File: config.mk
export PLATFORM = sky130hd
export DESIGN_NAME = fir_mac_sequencer
export DESIGN_NICKNAME = d
export VERILOG_FILES = /design/src/rtl/dsp_pkg.sv /design/src/rtl/fir_coeff_bank.sv /design/src/rtl/fir_mac_sequencer.sv
export SDC_FILE = /design/constraint.sdc
export NUM_CORES = 2
export LEC_CHECK = 0
export BUFFER_PORTS_ARGS = -buffer_cell sky130_fd_sc_hd__buf_2
export CORE_MARGIN = 2
export CORE_UTILIZATION = 50
export CTS_CLUSTER_SIZE = 16
export DETAILED_ROUTE_END_ITERATION = 6
export PLACE_DENSITY = 0.65
export SLEW_MARGIN = 20
export SYNTH_ARGS = -nofsm -noshare
export SYNTH_HDL_FRONTEND = slang
export SYNTH_SLANG_ARGS = --single-unit
File: constraint.sdc
create_clock -name clock -period 18.95 [get_ports clock]
set_input_delay 1.895 -clock clock [delete_from_list [all_inputs] [get_ports clock]]
set_output_delay 1.895 -clock clock [all_outputs]
set_load 0.005 [all_outputs]
File: src/rtl/dsp_pkg.sv
// Shared constants and FSM encoding for the audio DSP FIR engine.
package dsp_pkg;
  localparam int DSP_SAMPLE_W = 16;
  localparam int DSP_N_TAPS   = 21;
  localparam int DSP_ACC_W    = 37;
  localparam int Q15_SHIFT    = 15;

  typedef enum logic [1:0] {
    IDLE  = 2'd0,
    MAC   = 2'd1,
    DRAIN = 2'd2,
    OUT   = 2'd3
  } state_e;
endpackage

File: src/rtl/fir_coeff_bank.sv
// N_TAPS x SAMPLE_W coefficient register file: one synchronous write port,
// one combinational read port, registered reject flag for illegal writes.
module fir_coeff_bank
  import dsp_pkg::*;
#(
  parameter int N_TAPS   = DSP_N_TAPS,
  parameter int SAMPLE_W = DSP_SAMPLE_W,
  parameter int IDX_W    = (N_TAPS > 1) ? $clog2(N_TAPS) : 1
) (
  input  logic                       clock,
  input  logic                       reset,
  input  logic                       wr,
  input  logic                       allow,
  input  logic [5:0]                 addr,
  input  logic signed [SAMPLE_W-1:0] data,
  input  logic [IDX_W-1:0]           rd_addr,
  output logic signed [SAMPLE_W-1:0] rd_data,
  output logic                       reject
);
  logic signed [SAMPLE_W-1:0] mem [N_TAPS];
  logic in_range;
  logic wr_ok;

  assign in_range = ({1'b0, addr} < 7'(N_TAPS));
  assign wr_ok    = wr && in_range && allow;
  assign rd_data  = mem[rd_addr];

  always_ff @(posedge clock) begin
    if (!reset) begin
      for (int i = 0; i < N_TAPS; i++) mem[i] <= '0;
      reject <= 1'b0;
    end else begin
      reject <= wr && !wr_ok;
      if (wr_ok) mem[addr[IDX_W-1:0]] <= data;
    end
  end
endmodule

File: src/rtl/fir_mac_sequencer.sv
// Time-multiplexed FIR: one shared signed multiplier walks all taps per sample.
// Optional output clamping is enabled by defining FIR_SATURATE_EN.
module fir_mac_sequencer
  import dsp_pkg::*;
#(
  parameter int N_TAPS   = DSP_N_TAPS,
  parameter int SAMPLE_W = DSP_SAMPLE_W,
  parameter int ACC_W    = DSP_ACC_W
) (
  input  logic                       clock,
  input  logic                       reset,
  input  logic                       in_valid,
  input  logic signed [SAMPLE_W-1:0] in_sample,
  output logic                       in_ready,
  output logic                       out_valid,
  output logic signed [SAMPLE_W-1:0] out_sample,
  input  logic                       coeff_wr,
  input  logic [5:0]                 coeff_addr,
  input  logic signed [SAMPLE_W-1:0] coeff_data,
  output logic                       cfg_err,
  output logic                       busy,
  output state_e                     fsm_state
);
  localparam int IDX_W  = (N_TAPS > 1) ? $clog2(N_TAPS) : 1;
  localparam int PROD_W = 2 * SAMPLE_W;
  localparam logic [IDX_W-1:0] LAST = IDX_W'(N_TAPS - 1);

  // Handshake: a sample transfers on a rising edge where in_valid && in_ready;
  // in_ready is high only in IDLE out of reset, and the source holds in_valid
  // and in_sample until that edge.
  state_e state, state_next;
  logic accept, mac_en, drain_en, out_en;
  logic [IDX_W-1:0] wr_ptr, rd_ptr, k;
  logic signed [SAMPLE_W-1:0] x [N_TAPS];
  logic signed [SAMPLE_W-1:0] coeff_rd;
  logic signed [PROD_W-1:0] mul_a, mul_b, prod_reg;
  logic signed [ACC_W-1:0] acc;
  logic signed [SAMPLE_W-1:0] out_next;

  assign fsm_state = state;

  fir_coeff_bank #(.N_TAPS(N_TAPS), .SAMPLE_W(SAMPLE_W), .IDX_W(IDX_W)) u_bank (
    .clock   (clock),
    .reset   (reset),
    .wr      (coeff_wr),
    .allow   (state == IDLE),
    .addr    (coeff_addr),
    .data    (coeff_data),
    .rd_addr (k),
    .rd_data (coeff_rd),
    .reject  (cfg_err)
  );

  always_ff @(posedge clock) begin
    if (!reset) state <= IDLE;
    else        state <= state_next;
  end

  always_comb begin
    state_next = state;
    case (state)
      IDLE:    if (accept) state_next = MAC;
      MAC:     if (k == LAST) state_next = DRAIN;
      DRAIN:   state_next = OUT;
      OUT:     state_next = IDLE;
      default: state_next = IDLE;
    endcase
  end

  always_comb begin
    in_ready = reset && (state == IDLE);
    busy     = reset && (state != IDLE);
    accept   = in_valid && in_ready;
    mac_en   = (state == MAC);
    drain_en = (state == DRAIN);
    out_en   = (state == OUT);
  end

  assign mul_a = PROD_W'(coeff_rd);
  assign mul_b = PROD_W'(x[rd_ptr]);

`ifdef FIR_SATURATE_EN
  localparam logic signed [ACC_W-1:0] SAT_MAX = ACC_W'((1 << (SAMPLE_W - 1)) - 1);
  localparam logic signed [ACC_W-1:0] SAT_MIN = -SAT_MAX - 1;
  logic signed [ACC_W-1:0] shifted;
  always_comb begin
    shifted = acc >>> Q15_SHIFT;
    if (shifted > SAT_MAX)      out_next = {1'b0, {(SAMPLE_W-1){1'b1}}};
    else if (shifted < SAT_MIN) out_next = {1'b1, {(SAMPLE_W-1){1'b0}}};
    else                        out_next = shifted[SAMPLE_W-1:0];
  end
`else
  assign out_next = SAMPLE_W'(acc >>> Q15_SHIFT);
`endif

  // prod_reg lags the tap index by one cycle, so the first MAC cycle adds
  // nothing and DRAIN folds in the last product.
  always_ff @(posedge clock) begin
    if (!reset) begin
      for (int i = 0; i < N_TAPS; i++) x[i] <= '0;
      wr_ptr     <= '0;
      rd_ptr     <= '0;
      k          <= '0;
      prod_reg   <= '0;
      acc        <= '0;
      out_sample <= '0;
      out_valid  <= 1'b0;
    end else begin
      out_valid <= out_en;
      if (accept) begin
        x[wr_ptr] <= in_sample;
        wr_ptr    <= (wr_ptr == LAST) ? '0 : wr_ptr + 1'b1;
        rd_ptr    <= wr_ptr;
        k         <= '0;
        acc       <= '0;
      end
      if (mac_en) begin
        prod_reg <= mul_a * mul_b;
        if (k != '0) acc <= acc + ACC_W'(prod_reg);
        k        <= (k == LAST) ? '0 : k + 1'b1;
        rd_ptr   <= (rd_ptr == '0) ? LAST : rd_ptr - 1'b1;
      end
      if (drain_en) acc <= acc + ACC_W'(prod_reg);
      if (out_en) out_sample <= out_next;
    end
  end
endmodule

* Yosys cells after proc, flatten, opt, wreduce, memory -nomap -nowiden *
Memory sizes are Yosys's and may differ from the RTL's. A register that Yosys moved wholly into a read port is not among the register bits.
Cells that the tools add are included.

operators by class
  $add $sub $neg = 4
  multipliers = 1
  magnitude comparators = 1
  eq/ne operators = 7
  mux-type cells = 31
  reduce and logical (&&, ||, !) cells = 15

operators by type and width
  kind                 count
  $mux 37              4
  $mux 5               13
  $add 37x32->37       1
  $mul 16x16->32       1
  $mux 16              2
  $reduce_or 16->1     2
  $add 5x1->5 const B  2
  $eq 5x5->1 const B   2
  $mux 1               9
  $pmux 2 s4           1
  $logic_and 1x1->1    6
  $lt 6x5->1 const B   1
  $logic_not 5->1      1
  $reduce_bool 5->1    1
  $sub 5x1->5 const B  1
  $eq 2x2->1 const B   2
  $mux 2               2
  $reduce_bool 2->1    2
  $eq 2x1->1 const B   1
  $logic_not 2->1      1
  $ne 2x1->1 const B   1
  $ne 2x2->1 const B   1
  $reduce_and 2->1     1
  $logic_not 1->1      1

word-level totals
  register bits after elaboration = 104
  RAM bits = 672
  input bits = 42
  output and inout bits = 22
  logic and storage cells = 70
  memories kept = 2

memory list
  name        words  width  read ports  clocked after Yosys merged registers in  wr ports  line                     RTL
  u_bank.mem  21     16     1           1                                        21        fir_coeff_bank.sv:20     logic signed [SAMPLE_W-1:0] mem [N_TAPS];
  x           21     16     1           1                                        21        fir_mac_sequencer.sv:34  logic signed [SAMPLE_W-1:0] x [N_TAPS];

* Longest topological paths before layout *
  depth in word-level cells = 8
  depth in mapped cells = 33
  mapped depth without buffers = 27

* Modules after synthesis *
Synthesis repeated with hierarchy kept, for this count alone.

unflattened totals
  cells, all modules = 4432
  area, all modules = 59704.8 um2

modules (own cells, without submodules)
  module             instances  cells an instance  area an instance (um2)  seq. area each (um2)
  fir_mac_sequencer  1          2885               36995.5                 17396.7
  fir_coeff_bank     1          1547               22709.3                 15394.8

* Least setup slack after synthesis *
Ideal clock, no wire load.

  path kind = flip-flop to flip-flop
  start point = register with a tool-made name
  end point = register prod_reg[30]
  setup time = 136 ps
  data arrival time = 7618 ps
  data required time = 18814 ps
  setup slack = 11195 ps
  cell stages (with the launch flop) = 29
  buffers on the path = 5
  path through = dfxtp_1 > buf_2 > buf_6 > buf_6 > buf_2 > mux4_2 > mux4_2 > mux2i_2 > buf_2 > nor2_1 > fa_1 > inv_1 > fa_1 > fa_1 > fa_1 > inv_1 > fa_1 > inv_1 > fa_1 > inv_1 > ha_1 > and3_1 > a32o_1 > nor4_1 > a211oi_1 > o41ai_1 > o21ai_0 > xnor2_1 > a21oi_1

RTL lines
  item                  line                      RTL
  end signal, assigned  fir_mac_sequencer.sv:118  prod_reg <= mul_a * mul_b;
  end, declared         fir_mac_sequencer.sv:36   logic signed [PROD_W-1:0] mul_a, mul_b, prod_reg;

==> metrics <==
status finished clean; Post-synth ARST share 0; CP required 19.52 ns; share of layout cells above drive strength 1 0.165; CTS Sinks 1131; post-route cell area 65500 um^2; Distinct cells, synth 74; Total Routed Length 139 mm; post-cts resize count 0; initial antenna violation count 4; Port Buffers 63; vias in the first global route 34439; core area 117000 um^2; clock buffer depth 3; final hold violations 0; Post-DP HPWL 89.3 mm; clock transition at the registers of the reported paths 0.07 ns; worst-path fanout max 46; fin crit share 0.554; Rel. slew slack 0.225; grt total ovfl 0; Crit Path Class reg -> reg; Max Fclk 95.3 MHz; Synth Cell Area 58900 um^2; Diodes inserted 0; sequential fraction of the synthesis area 0.559; routed vias/inst 5.65; Worst-Skew Late Latency 0.73 ns; Largest regs u_bank.mem x512, x x512; routed len/inst 23.4 um; worst slew pin tran 1.16 ns; Layout Cells excl Fill 5927; Die X 347 um; Final setup viols 0; Synth Flop Type edfxtp_1; Worst Hold Slack 0.471 ns; Yosys reg bits 1131; cts hold-fix bufs 0; Die Span Y 347 um; # rows 125; fin. max-slew vios 0; max_cap viols 0; Critical Path Sink Type flip-flop; GR Util All Layers 0.235; via count 33502; Synth warnings 0; initial core utilization 0.505; CTS tree done; syn avg cell area 14.3 um^2; first-pass iteration count of the detailed router 5; Syn-to-layout area delta 11.3%; Worst Setup Start Kind flip-flop; Placed Area 61500 um^2; Post CTS Setup Buffer Count 0; post-synthesis cell count 4109; fin crit period 10.50 ns; largest net degree at the start of global routing 84; register area 32900 um^2; GPL Wtd Cong 0.882; Hold Crit Class reg -> reg; RSZ-0062 raised after global routing false; CP Data Arrival Time 11.07 ns; final-layout fill cell count 9261; Final Skew 0.0403 ns; Top-Level Pins 64; Die Area 121000 um^2; setup_tns 0 ns; Post-route DRC 0; multi-input logic area 24400 um^2; Inst Count DP 5707; H-tree depth 3; Hold Path Depth 2; Final Net Count 4721; CTS Buf Count 116; R2R cell count 26; number of flops mapped to enable cells by yosys 1024; root buffer cell clkbuf_16; Iteration-0 DRC Markers 3234; first-pass GRT wire length 213 mm; antenna viol nets, final 0
[critical path, stage by stage (launching register included)]
cell and delay (ns):
dfxtp_4 0.51, buf_4 0.57, buf_4 0.77, buf_4 0.84, mux4_2 0.62, mux4_2 0.53
mux2i_2 0.59, inv_1 0.33, nand2_1 0.18, fa_1 0.45, fa_1 0.51, fa_1 0.51
inv_1 0.05, fa_1 0.49, fa_1 0.49, inv_1 0.05, fa_1 0.47, inv_1 0.04
ha_1 0.22, or2_2 0.32, a2111oi_1 0.70, o31ai_1 0.17, a21oi_1 0.30, o21bai_1 0.13
xor2_1 0.15, mux2i_1 0.14, nor2_1 0.05
[area by class of cell]
cell class / count / share of cell area
multi-input combinational: 2565 / 0.372
timing repair buffer: 162 / 0.0162
inverter: 325 / 0.0186
clock buffer: 131 / 0.0452
tap: 1524 / 0.0291
sequential: 1131 / 0.502
clock inverter: 89 / 0.0165
[Yosys cell counts (20+ instances only)]
| cell | number | area (um^2) |
|---|---|---|
| edfxtp_1 | 1024 | 30700 |
| and2_1 | 634 | 3970 |
| inv_1 | 314 | 1180 |
| mux4_2 | 313 | 7050 |
| nor2_1 | 282 | 1060 |
| fa_1 | 257 | 5140 |
| clkbuf_1 | 187 | 702 |
| nand2_1 | 180 | 676 |
| ha_1 | 121 | 1510 |
| dfxtp_1 | 107 | 2140 |
| a21oi_1 | 79 | 395 |
| o21ai_0 | 68 | 340 |
| and3_1 | 59 | 369 |
| mux2i_1 | 59 | 591 |
| buf_2 | 46 | 230 |
| nand3_1 | 45 | 225 |
| xnor2_1 | 45 | 394 |
| nand2b_1 | 27 | 169 |
| xor2_1 | 20 | 175 |
[logic make-up after synthesis]
kind of cell,share of synthesized area
fa+ha+maj,0.113
flops,0.559
mux,0.134
other cells,0.0000637
simple gates,0.118
compound gates,0.0275
buf+inv,0.0396
xor+xnor,0.00967
[metrics by stage]
stage                     setup slack, ns   util
after global routing                 7.62  0.562
after detailed placement             8.33  0.528
after CTS                            8.27  0.562
final                                8.45  0.562
after floorplan                     11.20      -
after global placement               8.42  0.528
[layout by cell type, fill, tap and decap left out, types with 15 or more instances in the layout]
cell type	count
fa_1	257
edfxtp_1	1024
and3_1	59
xnor2_1	45
xor2_1	20
clkinv_1	22
nand2_1	180
buf_2	63
clkinv_2	25
inv_1	313
clkbuf_16	116
nor2_1	269
ha_1	120
mux4_2	313
buf_4	99
dfxtp_1	99
conb_1	176
clkbuf_1	15
bufinv_16	20
a21oi_1	78
o21ai_1	33
o21ai_0	36
nor3_1	18
nand2b_1	27
mux2i_1	57
nand3_1	45
and2_1	634
[metal layers]
layer | track usage | routed length (um) | up-vias
met5 | 0 | 7 | -
met4 | 0.0665 | 3700 | 2
met3 | 0.0291 | 8480 | 221
met2 | 0.400 | 69300 | 1078
met1 | 0.320 | 57000 | 17370
li1 | - | - | 14831
[worst paths after layout]
check | startpoint | to | slack (ns)
setup / recovery | flip-flop | prod_reg[23]$_SDFFE_PN0P_ | 8.45
hold / removal | acc[9]$_SDFF_PN0_ | acc[9]$_SDFF_PN0_ | 0.47
setup reg to reg | flip-flop | prod_reg[23]$_SDFFE_PN0P_ | 8.45
hold reg to reg | acc[9]$_SDFF_PN0_ | acc[9]$_SDFF_PN0_ | 0.47
Power is left out: the tool's default activity adds up to more than one toggle a clock period on the data nets, which glitch-free logic cannot reach.
